===== src/rtl/ram_copy_pkg.sv =====
// Shared constants and FSM state encoding for the RAM copy/fill engine.
package ram_copy_pkg;

    localparam int DATA_WIDTH = 32;
    localparam int ADDR_WIDTH = 10;
    localparam int RAM_DEPTH  = 351;

    typedef enum logic [2:0] {
        IDLE,
        CHECK,
        READ,
        WRITE,
        DONE
    } state_t;

endpackage


===== src/rtl/copy_addr_gen.sv =====
// Source/destination pointers and written-word counter for the copy engine.
// Pointers hold on the last word so a descending run ending at 0 never wraps.
module copy_addr_gen
    import ram_copy_pkg::*;
(
    input  logic                  clock,
    input  logic                  reset,
    input  logic                  clr,
    input  logic                  load,
    input  logic                  desc,
    input  logic                  step,
    input  logic [ADDR_WIDTH-1:0] src_init,
    input  logic [ADDR_WIDTH-1:0] dst_init,
    input  logic [ADDR_WIDTH-1:0] len,
    output logic [ADDR_WIDTH-1:0] src_ptr,
    output logic [ADDR_WIDTH-1:0] dst_ptr,
    output logic [ADDR_WIDTH-1:0] count,
    output logic                  last
);

    localparam logic [ADDR_WIDTH-1:0] ONE = ADDR_WIDTH'(1);

    logic [ADDR_WIDTH-1:0] r_src;
    logic [ADDR_WIDTH-1:0] r_dst;
    logic [ADDR_WIDTH-1:0] r_cnt;
    logic                  r_desc;
    logic                  w_last;

    // Only meaningful while len is non-zero, which holds whenever step is asserted
    assign w_last = (r_cnt == (len - ONE));

    // Pointer load/step and word counting
    always_ff @(posedge clock) begin
        if (reset) begin
            r_src  <= '0;
            r_dst  <= '0;
            r_cnt  <= '0;
            r_desc <= 1'b0;
        end else begin
            if (clr) begin
                r_cnt <= '0;
            end
            if (load) begin
                r_src  <= src_init;
                r_dst  <= dst_init;
                r_desc <= desc;
                r_cnt  <= '0;
            end else if (step) begin
                r_cnt <= r_cnt + ONE;
                if (!w_last) begin
                    r_src <= r_desc ? (r_src - ONE) : (r_src + ONE);
                    r_dst <= r_desc ? (r_dst - ONE) : (r_dst + ONE);
                end
            end
        end
    end

    assign src_ptr = r_src;
    assign dst_ptr = r_dst;
    assign count   = r_cnt;
    assign last    = w_last;

endmodule


===== src/rtl/ram_copy_engine.sv =====
// DMA-style block copy (overlap-safe) / block fill master for the data RAM.
// Copy alternates READ/WRITE per word; fill writes one word per cycle.
module ram_copy_engine
    import ram_copy_pkg::*;
(
    input  logic                  clock,
    input  logic                  reset,
    input  logic                  start,
    input  logic                  fill_mode,
    input  logic [ADDR_WIDTH-1:0] src_addr,
    input  logic [ADDR_WIDTH-1:0] dst_addr,
    input  logic [ADDR_WIDTH-1:0] length,
    input  logic [DATA_WIDTH-1:0] fill_value,
    output logic                  busy,
    output logic                  done,
    output logic                  error,
    output logic [ADDR_WIDTH-1:0] words_done,
    output logic [ADDR_WIDTH-1:0] ram_address,
    output logic [DATA_WIDTH-1:0] ram_dataC,
    output logic                  ram_writeEnable,
    input  logic [DATA_WIDTH-1:0] ram_dataOutput
);

    localparam logic [ADDR_WIDTH:0] ONE_W     = (ADDR_WIDTH+1)'(1);
    localparam logic [ADDR_WIDTH:0] LAST_ADDR = (ADDR_WIDTH+1)'(RAM_DEPTH - 1);

    state_t                r_state;
    state_t                w_next;

    logic                  r_fill;
    logic [ADDR_WIDTH-1:0] r_src;
    logic [ADDR_WIDTH-1:0] r_dst;
    logic [ADDR_WIDTH-1:0] r_len;
    logic [DATA_WIDTH-1:0] r_fval;
    logic                  r_err;

    logic                  w_accept;
    logic                  w_len_zero;
    logic [ADDR_WIDTH:0]   w_src_span;
    logic [ADDR_WIDTH:0]   w_src_end;
    logic [ADDR_WIDTH:0]   w_dst_end;
    logic                  w_range_err;
    logic                  w_desc;
    logic [ADDR_WIDTH-1:0] w_src_init;
    logic [ADDR_WIDTH-1:0] w_dst_init;

    logic                  w_clr;
    logic                  w_load;
    logic                  w_step;
    logic [ADDR_WIDTH-1:0] w_src_ptr;
    logic [ADDR_WIDTH-1:0] w_dst_ptr;
    logic [ADDR_WIDTH-1:0] w_count;
    logic                  w_last;

    // Range/overlap evaluation on the latched command; sums are one bit wider so they never wrap
    assign w_accept    = (r_state == IDLE) && start;
    assign w_len_zero  = (r_len == '0);
    assign w_src_span  = {1'b0, r_src} + {1'b0, r_len};
    assign w_src_end   = w_src_span - ONE_W;
    assign w_dst_end   = {1'b0, r_dst} + {1'b0, r_len} - ONE_W;
    assign w_range_err = (w_dst_end > LAST_ADDR) || (!r_fill && (w_src_end > LAST_ADDR));
    // Destination starting inside the source block must be copied from the top down
    assign w_desc      = !r_fill && (r_dst > r_src) && ({1'b0, r_dst} < w_src_span);
    assign w_src_init  = w_desc ? w_src_end[ADDR_WIDTH-1:0] : r_src;
    assign w_dst_init  = w_desc ? w_dst_end[ADDR_WIDTH-1:0] : r_dst;

    // State register
    always_ff @(posedge clock) begin
        if (reset) begin
            r_state <= IDLE;
        end else begin
            r_state <= w_next;
        end
    end

    // Next-state logic
    always_comb begin
        w_next = r_state;
        case (r_state)
            IDLE:    if (start) w_next = CHECK;
            CHECK: begin
                if (w_len_zero || w_range_err) w_next = DONE;
                else if (r_fill)               w_next = WRITE;
                else                           w_next = READ;
            end
            READ:    w_next = WRITE;
            WRITE: begin
                if (w_last)      w_next = DONE;
                else if (r_fill) w_next = WRITE;
                else             w_next = READ;
            end
            DONE:    w_next = IDLE;
            default: w_next = IDLE;
        endcase
    end

    // Moore outputs, RAM port mux and address-generator controls
    always_comb begin
        busy            = (r_state != IDLE);
        done            = (r_state == DONE);
        ram_writeEnable = 1'b0;
        ram_address     = '0;
        ram_dataC       = '0;
        w_clr           = w_accept;
        w_load          = (r_state == CHECK) && !w_len_zero && !w_range_err;
        w_step          = 1'b0;
        case (r_state)
            READ: begin
                ram_address = w_src_ptr;
            end
            WRITE: begin
                ram_address     = w_dst_ptr;
                ram_dataC       = r_fill ? r_fval : ram_dataOutput;
                ram_writeEnable = 1'b1;
                w_step          = 1'b1;
            end
            default: ;
        endcase
    end

    // Command latch and sticky range-error flag
    always_ff @(posedge clock) begin
        if (reset) begin
            r_fill <= 1'b0;
            r_src  <= '0;
            r_dst  <= '0;
            r_len  <= '0;
            r_fval <= '0;
            r_err  <= 1'b0;
        end else begin
            if (w_accept) begin
                r_fill <= fill_mode;
                r_src  <= src_addr;
                r_dst  <= dst_addr;
                r_len  <= length;
                r_fval <= fill_value;
                r_err  <= 1'b0;
            end else if ((r_state == CHECK) && !w_len_zero && w_range_err) begin
                r_err <= 1'b1;
            end
        end
    end

    copy_addr_gen u_addr_gen (
        .clock    (clock),
        .reset    (reset),
        .clr      (w_clr),
        .load     (w_load),
        .desc     (w_desc),
        .step     (w_step),
        .src_init (w_src_init),
        .dst_init (w_dst_init),
        .len      (r_len),
        .src_ptr  (w_src_ptr),
        .dst_ptr  (w_dst_ptr),
        .count    (w_count),
        .last     (w_last)
    );

    assign error      = r_err;
    assign words_done = w_count;

endmodule


===== config.mk =====
export PLATFORM = sky130hd
export DESIGN_NAME = ram_copy_engine
export DESIGN_NICKNAME = d
export VERILOG_FILES = /design/src/rtl/ram_copy_pkg.sv /design/src/rtl/copy_addr_gen.sv /design/src/rtl/ram_copy_engine.sv
export SDC_FILE = /design/constraint.sdc
export NUM_CORES = 1
export LEC_CHECK = 0
export CAP_MARGIN = 20
export CELL_PAD_IN_SITES_DETAIL_PLACEMENT = 1
export CELL_PAD_IN_SITES_GLOBAL_PLACEMENT = 2
export CORE_MARGIN = 1.5
export CORE_UTILIZATION = 32
export DETAILED_ROUTE_END_ITERATION = 7
export PLACE_DENSITY_LB_ADDON = 0.15
export SYNTH_ARGS = -nofsm -noshare
export SYNTH_HDL_FRONTEND = slang
export SYNTH_SLANG_ARGS = --single-unit

===== constraint.sdc =====
create_clock -name clock -period 12.6 [get_ports clock]
set_input_delay 3.15 -clock clock [delete_from_list [all_inputs] [get_ports clock]]
set_output_delay 3.15 -clock clock [all_outputs]
set_load 0.01 [all_outputs]

==> metrics.md, run 1 <==
| Metric | Value |
|---|---|
| Row count | 56 |
| Die ar. | 25,000 um^2 |
| Final Wtd Congestion | 0.801 |
| Max Cap Violations | 0 |
| #FFs+latches synth | 98 |
| Global-route wire length before repair | 41,900 um |
| Post-CTS sizing | 0 |
| Number of flops mapped to enable cells by yosys | 0 |
| Chip Height | 158 um |
| Clock Latency Late Sink | 0.35 ns |
| Largest net degree at the start of global routing | 75 |
| Root Buffer | clkbuf_16 |
| Most frequent cells in the layout | nand2_1, clkdlybuf4s50_1, nor2_1 |
| Die Span X | 158 um |
| Area after DPL | 9500 um^2 |
| Maximum vdd drop | 0.0000592 V |
| Setup TNS | 0 ns |
| Cell family with most CP delay | buffers and inverters |
| Routed Antenna Nets | 0 |
| Critical Path AT | 4.35 ns |
| Starting Density | 32.7% |
| Net load switching power | 397 uW |
| Crit-path max cell delay | 0.55 ns |
| WHS | 0.459 ns |
| DR iter-0 viols | 324 |
| Min Tclk post-route | 7.50 ns |
| Comb pwr share | 38.7% |
| Largest cells by area after synthesis | dfxtp_1, ha_1, nand2_1, mux2i_1, a21oi_1 |
| Syn_area_per_cell | 7.66 um^2 |
| Vias in the first global route | 7,708 |
| Syn Inst Count | 1,007 |
| Antenna diode count | 0 |
| # placed instances | 1,438 |
| Register share of total power | 34.6% |
| Initial antenna violation count | 0 |
| Most used DFF post-synth | dfxtp_1 |
| Critical path class | input pin to output pin |
| Area growth syn-to-layout | 26.9% |
| Port Buffers | 153 |
| Fmax | 0.133 GHz |
| Total grt overflow | 0 |
| Synth top area share | 25.5% |
| DRT Wirelength | 26,300 um |
| Worst slew pin tran | 1.03 ns |
| DR DRC count | 0 |
| Max Slew Vio Count | 0 |
| Synthesized cell area | 7710 um^2 |
| Skew final | 0.00939 ns |
| Internal power | 636 uW |
| Share of flip-flops with an asynchronous set or reset | 0% |
| NumNets Final | 1,300 |
| Switching power share of the total | 38.5% |
| HPWL after detailed placement | 20,100 um |
| Cell Count, Final, Fillers Out | 1,454 |
| Slowest-stage cell, CP | clkdlybuf4s50_1 |
| Critical path startpoint category | input pin |
| CP cell instances | clkdlybuf4s50_1 -> mux2i_1 -> nor2_1 -> clkdlybuf4s50_1 |
| Hold Vio Cnt, Final | 0 |
| Syn Nets | 1,177 |
| Synth cell types | 74 |
| CP Capture Type | output pin |
| Core area | 23,500 um^2 |
| Worst-path maximum fanout | 1 |
| Lkg Pwr | 3.84 nW |
| Buf+Inv Stages, Crit Path | 2 |
| RSZ-0062 raised after global routing | false |
| Most common cell after layout, fill and taps aside | nand2_1 |
| Initial DRT Pass Iterations | 5 |
| TritonCTS clock tree | done |
| Clock transition at path regs | 0.08 ns |
| Total global-route track usage | 21.6% |
| Period utilisation layout | 59.5% |
| Pwr/cell area | 106 nW/um^2 |
| Slew headroom | 29.9% |
| Routed via count | 7,488 |
| WL per Instance | 18.1 um |
| Max clock buf depth | 2 |
| Final instance area | 9780 um^2 |
| Status | completed |
| Clk sinks | 98 |
| Post-CTS setup buffers | 0 |
| Final setup vio count | 0 |
| Most common cell on crit path | clkdlybuf4s50_1 |
| Clk pwr share | 26.7% |
| Hold Crit Class | flip-flop to flip-flop |
| Register area share after synthesis | 25.5% |
| CTS H-tree depth | 3 |
| Synthesis Warnings | 0 |
| Critical Path RT | 9.45 ns |
| CTS buffer count | 9 |
| Share of cells above drive strength 1 | 5.37% |
| Ports | 154 |
| Vias per cell | 5.15 |
| Area leader, netlist | dfxtp_1 |
| Post-cts hold buffer count | 0 |
==> flip-flops by register name (all words and copies together) (netlist names), 3 cells and up <==
| signal | count |
|---|---|
| u_addr_gen.dst_ptr | 10 |
| r_len | 10 |
| u_addr_gen.src_ptr | 10 |
| r_src | 10 |
| r_state | 3 |
| r_fval | 32 |
| r_dst | 10 |
| u_addr_gen.count | 10 |
==> cell families after synthesis <==
group           Yosys count  synth area share (%)
mux                      67                  8.99
flops                    98                  25.5
xor+xnor                 37                  4.40
buf+inv                 120                  6.38
compound gates          242                  21.2
fa+ha+maj                73                  12.2
simple gates            370                  21.3
==> area by class of cell <==
cell class	count	area, um^2
repair buffers	161	1600
flip-flops and latches	98	1960
well taps	319	399
fillers	2933	13800
multi-input cells	789	5270
clock inverters	6	50.0
inverters	71	267
clock buffers	10	229
==> cell usage after synthesis, types with 18 or more instances <==
master    count
nor2_1      101
nand2_1     166
o21ai_0      27
dfxtp_1      98
xor2_1       18
inv_1        68
a21oi_1      96
clkbuf_1     33
xnor2_1      18
nand3_1      19
ha_1         68
a21o_1       19
nor3_1       21
mux2i_1      52
==> layer usage <==
metal  track usage, %  vias to the layer above  share of wire, %
li1                 -                     3776                 -
met1             28.9                     3555                48
met2             35.5                      139                46
met3             4.95                       18               5.1
met4             4.63                        0               1.3
met5                0                        -                 0
==> worst reg2reg max path, stage by stage, from the launching register on <==
cell	delay (ns)
dfxtp_1	0.44
ha_1	0.51
nor2_1	0.12
nand4b_1	0.21
a21oi_1	0.21
xor2_1	0.59
inv_1	0.31
ha_1	0.37
a21oi_1	0.13
o31ai_1	0.09
maj3_1	0.39
a221oi_4	0.22
buf_4	0.39
mux2_2	0.40
a2111oi_0	0.65
a31o_2	0.19
==> path summary, 6_finish.rpt <==
kind / start / endpoint / slack, ns / cells after the start
setup / recovery: ram_dataOutput[21] / ram_dataC[21] / 5.10 / 4
hold / removal: r_fval[0] / r_fval[0] / 0.46 / 2
setup reg to reg: r_len[2] / u_addr_gen.src_ptr[8] / 7.32 / 15
hold reg to reg: r_fval[0] / r_fval[0] / 0.46 / 2
==> stage by stage <==
stage               setup WS [ns]  total power [mW]  util [%]
detailed placement           5.10             0.764      40.4
CTS                          5.09              1.05      41.5
floorplan                    6.07             0.632         -
global route                 5.03              1.10      41.5
global placement             5.09             0.758      40.3
finish                       5.10              1.03      41.5
==> power groups by stage <==
| stage | sequential (mW) | clock (mW) | combinational [mW] |
|---|---|---|---|
| after floorplan | 0.349 | 0 | 0.283 |
| after global placement | 0.368 | 0 | 0.390 |
| after detailed placement | 0.365 | 0 | 0.399 |
| after CTS | 0.358 | 0.287 | 0.401 |
| after global routing | 0.361 | 0.294 | 0.448 |
| final | 0.358 | 0.275 | 0.400 |
(Power assumes the default switching activity.)
==> inputs of run 2 (changes only) <==
--- a/config.mk
+++ b/config.mk
@@ -9,7 +9,7 @@
 export CELL_PAD_IN_SITES_DETAIL_PLACEMENT = 1
 export CELL_PAD_IN_SITES_GLOBAL_PLACEMENT = 2
 export CORE_MARGIN = 1.5
-export CORE_UTILIZATION = 32
+export CORE_UTILIZATION = 27
 export DETAILED_ROUTE_END_ITERATION = 7
 export PLACE_DENSITY_LB_ADDON = 0.15
 export SYNTH_ARGS = -nofsm -noshare
==> constraint.sdc (replaced) <==
create_clock -name clock -period 6.5 [get_ports clock]
set_input_delay 1.625 -clock clock [delete_from_list [all_inputs] [get_ports clock]]
set_output_delay 1.625 -clock clock [all_outputs]
set_load 0.01 [all_outputs]
==> run 2 against run 1 <==
Against the previous run: total power increased by 95%; utilization decreased by 6.3 points; first-iteration DRC count decreased by 16%; die area increased by 18%; hold slack improved by 0.0018 ns; clock-buffer cell count decreased by 1; final area increased by 0.65%; combinational power increased by 98%; non-clock buffer count unchanged; via count decreased by 0.80%; critical path type is now flip-flop to flip-flop; critical endpoint is now u_addr_gen.src_ptr[8]; largest power group unchanged.
==> metrics.md, run 2 (synthesis gave the netlist of run 1 again) <==
| Metric | Value |
|---|---|
| Reg-to-reg endpoint | u_addr_gen.src_ptr[8] (unchanged) |
| Max clock buf depth | 2 (unchanged) |
| Vias in the first global route | 7,640 (was 7,708) |
| Cell Count, Final, Fillers Out | 1,513 (was 1,454) |
| Final setup vio count | 0 (unchanged) |
| Die ar. | 29,600 um^2 (was 25,000 um^2) |
| Max reg flops | 32 (unchanged) |
| Clock transition at path regs | 0.08 ns (about the same) |
| Area growth syn-to-layout | 27.7% (was 26.9%) |
| Vias per cell | 4.91 (was 5.15) |
| Chip Height | 172 um (was 158 um) |
| Lkg Pwr | 3.84 nW (about the same) |
| Ports | 154 (unchanged) |
| WL per Instance | 18.3 um (was 18.1 um) |
| Worst-path maximum fanout | 30 (was 1) |
| Starting Density | 27.6% (was 32.7%) |
| Max Cap Violations | 0 (unchanged) |
| Maximum vdd drop | 0.000114 V (was 0.0000592 V) |
| CTS H-tree depth | 3 (unchanged) |
| Worst reg-to-reg path cell count | 16 (was 15) |
| Final worst slack | 1.65 ns (was 5.10 ns) |
| DRT Wirelength | 27,700 um (was 26,300 um) |
| Post-CTS sizing | 0 (unchanged) |
| DRT met1 WL | 13,800 um (was 12,600 um) |
| Clk sinks | 98 (unchanged) |
| Fmax | 0.206 GHz |
| Setup TNS | 0 ns (unchanged) |
| Critical path startpoint category | flip-flop (was input pin) |
| Clock Latency Late Sink | 0.37 ns (was 0.35 ns) |
| Met3 wire len | 1420 um (was 1340 um) |
| Max layer used | met4 (unchanged) |
| Total grt overflow | 0 (unchanged) |
| Final core occ | 35.2% (was 41.5%) |
| Final instance area | 9840 um^2 (was 9780 um^2) |
| R2R setup slack | 1.65 ns (was 7.32 ns) |
| Critical path class | flip-flop to flip-flop (was input pin to output pin) |
| Most common cell after layout, fill and taps aside | nand2_1 (unchanged) |
| Fillers | 3,459 (was 2,933) |
| WHS | 0.461 ns (was 0.459 ns) |
| Pwr/cell area | 205 nW/um^2 (was 106 nW/um^2) |
| Overall power | 2.02 mW (was 1.03 mW) |
| RSZ-0062 raised after global routing | false (unchanged) |
| Antenna diode count | 0 (unchanged) |
| DR DRC count | 0 (unchanged) |
| Max Slew Vio Count | 0 (unchanged) |
| Share of cells above drive strength 1 | 5.55% (was 5.37%) |
| Total global-route track usage | 19.5% (was 21.6%) |
| Core area | 27,900 um^2 (was 23,500 um^2) |
| DP Worst Slack | 1.67 ns (was 5.10 ns) |
| Area after DPL | 9570 um^2 (was 9500 um^2) |
| Hold Vio Cnt, Final | 0 (unchanged) |
| Hold endpoint | r_fval[18] (was r_fval[0]) |
| Hold Crit Class | flip-flop to flip-flop (unchanged) |
| Final Wtd Congestion | 0.877 (was 0.801) |
| Min Tclk post-route | 4.85 ns |
| Global-route wire length before repair | 43,900 um (was 41,900 um) |
| Skew final | 0.0136 ns (was 0.00939 ns) |
| Status | completed (unchanged) |
| Worst Hold Depth | 2 (unchanged) |
| Port Buffers | 153 (unchanged) |
| Routed via count | 7,428 (was 7,488) |
| CP Capture Type | flip-flop (was output pin) |
| Post-CTS setup buffers | 0 (unchanged) |
| NumNets Final | 1,300 (unchanged) |
| Initial DRT Pass Iterations | 4 (was 5) |
| HPWL after detailed placement | 21,300 um (was 20,100 um) |
| TritonCTS clock tree | done (unchanged) |
| CTS buffer count | 9 (unchanged) |
| DR iter-0 viols | 271 (was 324) |
| Row count | 61 (was 56) |
| Root Buffer | clkbuf_16 (unchanged) |
| Most frequent cells in the layout | nand2_1, clkdlybuf4s50_1, nor2_1 (unchanged) |
| Critical Path AT | 5.15 ns (was 4.35 ns) |
| Largest register by flop count | r_fval (unchanged) |
| Die Span X | 172 um (was 158 um) |
| Reg2reg start | r_len[0] (was r_len[2]) |
| Metal2 WL | 12,200 um (was 12,000 um) |
| Routed Antenna Nets | 0 (unchanged) |
| # placed instances | 1,497 (was 1,438) |
| Worst slew pin tran | 1.13 ns (was 1.03 ns) |
| Initial antenna violation count | 0 (unchanged) |
| Worst hold start | r_fval[18] (was r_fval[0]) |
| Period utilisation layout | 74.6% |
| Post-cts hold buffer count | 0 (unchanged) |
| Slew headroom | 22.4% (was 29.9%) |
| Critical Path RT | 6.80 ns (was 9.45 ns) |
| Largest net degree at the start of global routing | 63 (was 75) |
-- run 2: worst max-delay path, stage by stage, from the launching register on --
cell	delay, ns
dfxtp_1	0.37
ha_1	0.27
fa_1	0.46
a21o_1	0.22
a221oi_4	0.30
xnor2_1	0.33
inv_1	0.15
ha_1	0.34
a21o_1	0.17
a21oi_1	0.15
o31ai_1	0.09
maj3_1	0.40
a221oi_4	0.22
buf_4	0.40
mux2_2	0.38
a2111oi_0	0.37
a31o_2	0.16
-- run 2: area by class of cell --
class | count | area, um^2 | share of cell area, %
Sequential cell | 98 | 1960 | 19.9
Clock inverter | 7 | 51.3 | 0.521
Tap cell | 378 | 473 | 4.80
Clock buffer | 9 | 225 | 2.29
Inverter | 71 | 267 | 2.71
Timing Repair Buffer | 161 | 1590 | 16.1
Multi-Input combinational cell | 789 | 5280 | 53.6
-- run 2: routing by layer --
layer  GRT usage (%)  vias up
li1                -     3776
met1            27.1     3503
met2            30.5      134
met3            4.44       15
met4            4.23        0
met5               0        -
-- run 2: worst max-delay path by stage --
stage | start | to | slack (ns)
after floorplan | r_len[2] | u_addr_gen.src_ptr[3] | 2.36
after global placement | r_len[0] | u_addr_gen.src_ptr[8] | 1.71
after detailed placement | r_len[0] | u_addr_gen.src_ptr[8] | 1.67
after CTS | r_len[0] | u_addr_gen.src_ptr[8] | 1.64
after global routing | r_src[2] | u_addr_gen.src_ptr[8] | 1.32
final | r_len[0] | u_addr_gen.src_ptr[8] | 1.65
-- run 2: where the power goes --
part	total [mW]	switching, mW	internal [mW]
logic	0.791	0.463	0.329
clock network	0.537	0.273	0.264
registers	0.687	0.0502	0.637
total	2.02	0.785	1.23
==> inputs of run 3 (changes only) <==
==> constraint.sdc (replaced) <==
create_clock -name clock -period 4.3 [get_ports clock]
set_input_delay 1.075 -clock clock [delete_from_list [all_inputs] [get_ports clock]]
set_output_delay 1.075 -clock clock [all_outputs]
set_load 0.01 [all_outputs]
==> run 3 against run 2 <==
Against the previous run: total power increased by 59%; highest routed layer unchanged; global-route usage increased by 0.47 points; utilization grew 2.1 points; critical path type unchanged; clock skew decreased by 0.0019 ns; die area unchanged; maximum frequency grew 16%; final area rose by 5.9%; final cell count grew 3.5%; non-clock buffer count up 53; setup slack got worse by 1.5 ns; clock-buffer cell count unchanged; routed wire length grew 3.7%.
==> metrics.md, run 3 (synthesis gave the netlist of run 1 again) <==
| Metric | Value |
|---|---|
| Buf+Inv Stages, Crit Path | 3 (was 2) |
| Share of cells above drive strength 1 | 11.0% (was 5.55%) |
| Vias in the first global route | 7,935 (was 7,640) |
| Post-cts hold buffer count | 0 (unchanged) |
| CTS buffer count | 9 (unchanged) |
| Total global-route track usage | 19.9% (was 19.5%) |
| Total grt overflow | 0 (unchanged) |
| Skew final | 0.0117 ns (was 0.0136 ns) |
| Starting Density | 27.6% (unchanged) |
| DR iter-0 viols | 327 (was 271) |
| Critical path startpoint category | flip-flop (unchanged) |
| Critical Path RT | 4.59 ns (was 6.80 ns) |
| Critical path class | flip-flop to flip-flop (unchanged) |
| DRT Wirelength | 28,800 um (was 27,700 um) |
| WHS | 0.457 ns (was 0.461 ns) |
| NumNets Final | 1,353 (was 1,300) |
| Core area | 27,900 um^2 (unchanged) |
| Cell family with most CP delay | compound AO/OA/AOI/OAI gates (unchanged) |
| Hold Crit Class | flip-flop to flip-flop (unchanged) |
| # placed instances | 1,546 (was 1,497) |
| Max Slew Vio Count | 0 (unchanged) |
| Final setup vio count | 0 (unchanged) |
| Hold Vio Cnt, Final | 0 (unchanged) |
| Clock transition at path regs | 0.08 ns (about the same) |
| CTS H-tree depth | 3 (unchanged) |
| Clk sinks | 98 (unchanged) |
| DP Worst Slack | -0.0606 ns (was 1.67 ns) |
| Ports | 154 (unchanged) |
| DR DRC count | 0 (unchanged) |
| Worst-path maximum fanout | 14 (was 30) |
| Cell Count, Final, Fillers Out | 1,566 (was 1,513) |
| CP Capture Type | flip-flop (unchanged) |
| Global-route wire length before repair | 44,900 um (was 43,900 um) |
| Max clock buf depth | 2 (unchanged) |
| Die ar. | 29,600 um^2 (unchanged) |
| Max reg flops | 32 (unchanged) |
| Chip Height | 172 um (unchanged) |
| Final Wtd Congestion | 0.851 (was 0.877) |
| Min Tclk post-route | 4.18 ns (was 4.85 ns) |
| Initial antenna violation count | 0 (unchanged) |
| Crit-path max cell delay | 0.42 ns (was 0.46 ns) |
| Vias per cell | 4.91 (about the same) |
| Lkg Pwr | 4.16 nW (was 3.84 nW) |
| Max Cap Violations | 0 (unchanged) |
| Most common cell after layout, fill and taps aside | nand2_1 (unchanged) |
| CP cell instances | ha_1 -> nor3b_1 -> a311o_1 -> or3_4 -> inv_1 -> ha_1 -> a21o_1 -> a21o_1 -> a21oi_1 -> o31ai_1 -> maj3_1 -> a221oi_4 -> buf_4 -> clkbuf_16 -> nor2_1 -> a311o_1 -> mux2i_1 (was ha_1 -> fa_1 -> a21o_1 -> a221oi_4 -> xnor2_1 -> inv_1 -> ha_1 -> a21o_1 -> a21oi_1 -> o31ai_1 -> maj3_1 -> a221oi_4 -> buf_4 -> mux2_2 -> a2111oi_0 -> a31o_2) |
| Most frequent cells in the layout | nand2_1, clkdlybuf4s50_1, nor2_1 (unchanged) |
| Routed via count | 7,684 (was 7,428) |
| Root Buffer | clkbuf_16 (unchanged) |
| Maximum vdd drop | 0.000140 V (was 0.000114 V) |
| Slew headroom | 46.0% (was 22.4%) |
| Area after DPL | 9990 um^2 (was 9570 um^2) |
| TritonCTS clock tree | done (unchanged) |
| Antenna diode count | 0 (unchanged) |
| WL per Instance | 18.4 um (was 18.3 um) |
| Final instance area | 10,400 um^2 (was 9840 um^2) |
| Status | completed (unchanged) |
| Initial DRT Pass Iterations | 5 (was 4) |
| Port Buffers | 153 (unchanged) |
| Area growth syn-to-layout | 35.2% (was 27.7%) |
| Row count | 61 (unchanged) |
| HPWL after detailed placement | 22,800 um (was 21,300 um) |
| Period utilisation layout | 97.3% (was 74.6%) |
| Critical Path AT | 4.47 ns (was 5.15 ns) |
| Final worst slack | 0.115 ns (was 1.65 ns) |
| Largest register by flop count | r_fval (unchanged) |
| Routed Antenna Nets | 0 (unchanged) |
| Clock Latency Late Sink | 0.37 ns (about the same) |
| Largest net degree at the start of global routing | 43 (was 63) |
| Worst slew pin tran | 0.790 ns (was 1.13 ns) |
| Fmax | 0.239 GHz (was 0.206 GHz) |
| Slowest-stage cell, CP | or3_4 (was fa_1) |
| Pwr/cell area | 308 nW/um^2 (was 205 nW/um^2) |
| Die Span X | 172 um (unchanged) |
-- run 3: cell count changes in the layout (fill, tap and decap cells not counted), sizes merged --
cell      delta
clkbuf       +1
buf         +52
clkinvlp     +1
clkinv       -1
-- run 3: area by class of cell --
class | count | area [um^2]
well taps | 378 | 473
multi-input cells | 789 | 5360
clock inverters | 7 | 61.3
flip-flops and latches | 98 | 1960
fillers | 3423 | 17500
inverters | 71 | 270
clock buffers | 9 | 225
repair buffers | 214 | 2070
-- run 3: worst reg2reg max path, cell delays in order, from the launching register on --
cell       delay (ns)
dfxtp_1          0.32
ha_1             0.34
nor3b_1          0.16
a311o_1          0.28
or3_4            0.43
inv_1            0.09
ha_1             0.25
a21o_1           0.18
a21o_1           0.17
a21oi_1          0.17
o31ai_1          0.10
maj3_1           0.41
a221oi_4         0.36
buf_4            0.18
clkbuf_16        0.15
nor2_1           0.05
a311o_1          0.33
mux2i_1          0.12
-- run 3: where the power goes --
group	internal (mW)	switching [mW]	leakage (nW)	total, mW
clock	0.405	0.414	0.140	0.819
sequential	0.963	0.0479	0.800	1.01
combinational	0.613	0.771	3.22	1.38
-- run 3: path summary, 6_finish.rpt --
path / slack (ns) / cells past startpoint / end / start
worst min-delay path: 0.46 / 2 / r_fval[6] / r_fval[6]
worst min register to register: 0.46 / 2 / r_fval[6] / r_fval[6]
worst max-delay path: 0.12 / 17 / u_addr_gen.src_ptr[6] / r_src[5]
worst max register to register: 0.12 / 17 / u_addr_gen.src_ptr[6] / r_src[5]
-- run 3: stage by stage --
step	util, %	power (mW)	TNS [ns]
2_1_floorplan	-	1.85	0
3_3_place_gp	35.8	2.34	0
3_5_place_dp	35.8	2.35	-0.0606
4_1_cts	36.9	3.20	0
5_1_grt	37.3	3.43	-0.0422
6_report	37.3	3.21	0
-- run 3: what timing repair did --
item / 4_1_cts / 5_1_grt
setup endpoints to repair: 6 / 38
pin swaps: 0 / 3
buffers inserted: 0 / 3
resized for setup: 5 / 17
cloned: 0 / 1
hold endpoints to repair: 0 / 0
-- run 3: metal layers --
| metal | wire [um] | GRT usage (%) |
|---|---|---|
| met2 | 13100 | 33.0 |
| met5 | 0 | 0 |
| met3 | 1640 | 4.69 |
| met4 | 451 | 4.88 |
| met1 | 13500 | 26.0 |
==> patch 1, RTL diff (settings of run 3) <==
Add an input register stage for `src_addr`; this delays it by one clock. The other inputs are not delayed to match.
--- a/src/rtl/ram_copy_engine.sv
+++ b/src/rtl/ram_copy_engine.sv
@@ -23,6 +23,12 @@
 
     localparam logic [ADDR_WIDTH:0] ONE_W     = (ADDR_WIDTH+1)'(1);
     localparam logic [ADDR_WIDTH:0] LAST_ADDR = (ADDR_WIDTH+1)'(RAM_DEPTH - 1);
+
+    logic [ADDR_WIDTH-1:0] src_addr_q;
+
+    always_ff @(posedge clock) begin
+        src_addr_q <= src_addr;
+    end
 
     state_t                r_state;
     state_t                w_next;
@@ -130,7 +136,7 @@
         end else begin
             if (w_accept) begin
                 r_fill <= fill_mode;
-                r_src  <= src_addr;
+                r_src  <= src_addr_q;
                 r_dst  <= dst_addr;
                 r_len  <= length;
                 r_fval <= fill_value;
Behaviour: not the same (a bounded check fails within 4 cycles, from zero or initial values and one cycle with reset high).
==> patch 1 against run 3 <==
- setup slack better by 0.055 ns
- design area is 2.3% lower
- total power is 8.8% higher
- sequential share of layout area is 2.4 points higher
- synthesized cell count is 2.4% lower
- wire length is 7.1% lower
- sequential cell count is 10 higher
- synthesized area is 0.83% lower
- critical path type unchanged
==> patch 1: results (changes against run 3) <==
- Clk pin slew, worst setup/hold paths: 0.08 ns (about the same)
- Synth unique cells: 69 (-6.8%)
- DR pass1 iterations: 4 (-1)
- Setup Skew: 0.0110 ns (-0.000677 ns)
- Synth Area in Adders: 12.3% (+0.10 points)
- Biggest register: r_fval
- Routability Congestion: 0.829 (-2.5%)
- R2R Path Start: r_src[0]
- H-tree depth: 3 (unchanged)
- Worst hold start: src_addr_q[6]
- Commonest cells post-synth: 156 x nand2_1, 115 x a21oi_1, 108 x dfxtp_1
- Placed Cells incl. Taps: 1508 (-2.5%)
- Status: finished clean
- Antenna violations before repair: 0 (unchanged)
- Proportion of synthesized area in mux cells: 6.82% (-2.2 points)
- Antenna Cells: 0 (unchanged)
- Reg2Reg Depth: 18 (+1)
- Post-synth top flop: dfxtp_1
- Syn_nets: 1153 (-2.0%)
- Layout Nets: 1316 (-2.7%)
- Slew HR: 41.6% (-4.4 points)
- Global Route Usage Sum: 18.7% (-1.2 points)
- PortBufs: 153 (unchanged)
- Register area share after synthesis: 28.3% (+2.8 points)
- Largest register FFs: 32 (unchanged)
- First-pass GRT wire length: 41800 µm (-6.8%)
- WL per Instance: 17.5 µm (-4.9%)
- DR vias/cell: 4.79 (-2.4%)
- Share of cells above drive strength 1: 9.04% (-2.0 points)
- Ys async rst share: 0% (unchanged)
- DP Area: 9790 µm² (-2.1%)
- Sw frac: 36.6% (-1.8 points)
- Xor/xnor share of the synthesized area: 5.04% (+0.64 points)
- Vias in the first global route: 7361 (-7.2%)
- Routed WL: 26700 µm (-7.1%)
- Area contributors post-synth: dfxtp_1 28%, ha_1 11%, nand2_1 7.7%
- Lkg Pwr: 0.00416 µW (+0.13%)
- Reg2Reg Setup Slack: 0.17 ns (+0.06 ns)
- Largest net degree at the start of global routing: 57 (+33%)
- Cells after synthesis: 983 (-2.4%)
- Maximum VDD drop: 129 µV (-7.9%)
- CTS buffer count: 9 (unchanged)
- 1st-iter DRT viols: 322 (-1.5%)
- Clk Latency, worst-skew pair: 0.36 ns
- HPWL after DPL: 21000 µm (-8.2%)
- Crit Path Max Fanout: 28 (+14)
- Worst reg2reg endpoint: u_addr_gen.dst_ptr[1]
- Number of synthesis warnings: 0 (unchanged)
- Synth Area in Compound Gates: 22.1% (+0.88 points)
- Worst Path Arrival: 4.39 ns (-0.08 ns)
- Min-delay worst type: reg -> reg
- Hold endpoint: r_src[6]
==> patch 1: per-layer routing <==
layer | vias to the layer above | share of wire, % | global-route usage [%]
li1 | 3737 | - | -
met1 | 3408 | 47 | 24.3
met2 | 146 | 46 | 30.5
met3 | 30 | 4.5 | 3.80
met4 | 0 | 2.5 | 6.90
met5 | - | 0 | 0
==> patch 1: repair_timing <==
| item | 4_1_cts | 5_1_grt |
|---|---|---|
| endpoints found under the setup margin | 2 | 31 |
| pin swaps | 0 | 2 |
| resized for setup | 2 | 5 |
| setup buffers | 0 | 5 |
| hold buffers | 0 | 0 |
==> patch 1: how the worst max path moves through the flow <==
stage | depth (start not counted) | from | to | slack [ns]
floorplan | 18 | r_len[3] | u_addr_gen.dst_ptr[7] | 0.36
global placement | 18 | r_src[0] | u_addr_gen.src_ptr[1] | 0.16
detailed placement | 18 | r_src[0] | u_addr_gen.src_ptr[1] | 0.09
CTS | 18 | r_src[0] | u_addr_gen.dst_ptr[1] | 0.03
global route | 18 | r_src[0] | u_addr_gen.dst_ptr[7] | -0.03
finish | 18 | r_src[0] | u_addr_gen.dst_ptr[1] | 0.17
==> patch 1: critical path, cell delays in order (launching register included) <==
cell	delay (ns)
dfxtp_1	0.32
ha_1	0.23
fa_2	0.37
a21o_1	0.20
a221oi_4	0.33
xnor2_2	0.17
inv_2	0.10
ha_1	0.28
nand2_1	0.09
nor2_1	0.07
a211oi_2	0.24
o41ai_1	0.14
maj3_1	0.37
a21o_1	0.18
a21o_1	0.20
buf_12	0.17
mux2_2	0.23
nor2_1	0.05
a2111oi_4	0.30
==> patch 1: per-stage QoR <==
stage | setup slack [ns] | TNS [ns] | hold slack [ns]
finish | 0.171 | 0 | 0.436
global route | -0.0345 | -0.0743 | 0.456
CTS | 0.0314 | 0 | 0.437
detailed placement | 0.0902 | 0 | 0.432
global placement | 0.160 | 0 | 0.421
floorplan | 0.362 | 0 | 0.417
==> patch 1: logic make-up after synthesis <==
family / Yosys count
XOR/XNOR: 44
multiplexers: 51
AO/OA/AOI/OAI: 249
AND/OR/NAND/NOR: 339
flip-flops: 108
adder cells (fa/ha/maj): 73
buffers and inverters: 119
==> patch 1: cell type report <==
type | instances | area, µm²
fill | 3350 | 17700
clock buffer | 10 | 229
inverter | 70 | 263
tap | 378 | 473
multi-input combinational | 756 | 5040
clock inverter | 6 | 93.8
timing repair buffer | 201 | 1910
sequential | 108 | 2160
==> patch 1: power groups by stage <==
stage | registers [µW] | logic (µW) | clock network [µW]
floorplan | 1150 | 946 | 0
global placement | 1180 | 1380 | 0
detailed placement | 1180 | 1390 | 0
CTS | 1160 | 1400 | 970
global route | 1170 | 1560 | 1010
finish | 1160 | 1400 | 940
==> patch 2, RTL diff (settings of run 3) <==
Without the edit above. The package constant `ADDR_WIDTH` goes from 10 to 11.
--- a/src/rtl/ram_copy_pkg.sv
+++ b/src/rtl/ram_copy_pkg.sv
@@ -2,7 +2,7 @@
 package ram_copy_pkg;
 
     localparam int DATA_WIDTH = 32;
-    localparam int ADDR_WIDTH = 10;
+    localparam int ADDR_WIDTH = 11;
     localparam int RAM_DEPTH  = 351;
 
     typedef enum logic [2:0] {
Interface: changed (5 resized); port bits go from 154 to 159. The function was not compared with the original's and may differ.
==> patch 2 against run 3 <==
- the run now ends with design-rule violations left
- worst hold slack better by 0.0030 ns
- sequential cell count rose by 6
- design area is 5.6% higher
- wire length grew 13%
- total power increased by 6.3%
- final cell count rose by 6.8%
- synthesized cell count increased by 11%
- highest routed layer unchanged
- die area is 9.8% higher
- setup slack better by 0.12 ns
- non-clock buffer count decreased by 12
- synthesized area grew 9.9%
==> patch 2: results (changes against run 3) <==
- Routability Congestion: 0.833 (-2.1%)
- Global Route Usage Sum: 20.2% (+0.22 points)
- Status: complete, but fails checks
- Maximum VDD drop: 162 µV (+16%)
- Failing checks: design-rule violations
- Share of cells above drive strength 1: 8.61% (-2.4 points)
- Reg2Reg Setup Slack: 0.23 ns (+0.12 ns)
- 1st-iter DRT viols: 325 (-0.61%)
- Synth unique cells: 81 (+9.5%)
- Crit Path Max Fanout: 15 (+1)
- Worst Path Arrival: 4.38 ns (-0.09 ns)
- DR pass1 iterations: 8 (+3)
- Cells after synthesis: 1114 (+11%)
- Worst reg2reg endpoint: u_addr_gen.dst_ptr[7]
- Reg2Reg Depth: 15 (-2)
- Lkg Pwr: 0.00448 µW (+7.8%)
- Worst Max-Slew Pin Slew: 0.967 ns (+0.178 ns)
- R2R Path Start: r_src[0]
- Vias in the first global route: 8753 (+10%)
- Syn_nets: 1293 (+9.9%)
- DP Area: 10700 µm² (+6.6%)
- Layout Nets: 1451 (+7.2%)
- DR vias/cell: 5.07 (+3.4%)
- Area contributors post-synth: dfxtp_1 25%, ha_1 11%, nand2_1 7.7%
- DRC: 1 (+1)
- Commonest cells post-synth: 174 x nand2_1, 112 x a21oi_1, 104 x dfxtp_1
- PortBufs: 158 (+3.3%)
- M3 GR Usage: 2.93% (-1.8 points)
- WL per Instance: 19.4 µm (+5.9%)
- First-pass GRT wire length: 51100 µm (+14%)
- HPWL after DPL: 25600 µm (+12%)
- Grt met1 use: 27.7% (+1.6 points)
-- patch 2: cell count changes after synthesis, sizes merged, moves of 8 or more --
cell | before | now
nor3 | 21 | 41
nand2 | 166 | 174
nor2 | 101 | 75
o21a | 7 | 15
and3 | 8 | 16
xnor2 | 18 | 29
o211ai | 2 | 11
a21oi | 96 | 112
nand3 | 19 | 27
o21ai | 30 | 50
-- patch 2: stage by stage --
| stage | setup slack (ns) | hold WS [ns] | cells | power, µW |
|---|---|---|---|---|
| after detailed placement | 0.0773 | 0.451 | 1656 | 2490 |
| final | 0.233 | 0.460 | 1673 | 3420 |
| after global routing | 0.0355 | 0.478 | 1673 | 3650 |
| after global placement | 0.182 | 0.445 | 1656 | 2490 |
| after CTS | 0.0536 | 0.462 | 1672 | 3440 |
| after floorplan | 0.176 | 0.436 | 1114 | 1980 |
-- patch 2: worst max path at each step --
stage,endpoint,depth (start not counted),slack [ns],from
after CTS,u_addr_gen.dst_ptr[8],14,0.05,r_len[1]
final,u_addr_gen.dst_ptr[7],15,0.23,r_src[0]
after floorplan,u_addr_gen.dst_ptr[8],16,0.18,r_len[0]
after detailed placement,u_addr_gen.dst_ptr[8],15,0.08,r_src[0]
after global routing,u_addr_gen.dst_ptr[5],15,0.04,r_len[1]
after global placement,u_addr_gen.dst_ptr[8],14,0.18,r_len[1]
-- patch 2: area by class of cell --
cell class / count / area [µm²]
Sequential cell: 104 / 2080
Clock buffer: 10 / 239
Timing Repair Buffer: 202 / 1920
Tap cell: 396 / 495
Inverter: 73 / 274
Fill cell: 3780 / 19700
Clock inverter: 6 / 83.8
Multi-Input combinational cell: 882 / 5910
-- patch 2: what timing repair did --
action,in CTS,in global routing
setup endpoints to repair,0,36
resized for setup,0,7
hold buffers,0,0
setup buffers,0,1
-- patch 2: cell families (layout without fill, tap and decap cells) --
kind of cell,count (synthesis),count (layout),synth area share (%)
and+or+nand+nor,399,399,21.7
xor gates and xnor gates,46,46,4.93
adders and majority gates,78,78,11.9
buffers and inverters,128,291,6.07
AOI/OAI and AO/OA,286,286,21.9
muxes,73,73,8.98
DFF,104,104,24.6
-- patch 2: metal layers --
| layer | routed length (µm) | part of all wire [%] |
|---|---|---|
| met1 | 16200 | 50 |
| met5 | 0 | 0 |
| met2 | 14700 | 45 |
| met4 | 624 | 1.9 |
| met3 | 1070 | 3.3 |
-- patch 2: where the power goes --
part	internal, µW	total [µW]	switching [µW]
sequential	1020	1080	59.0
combinational	591	1410	820
clock	484	926	443
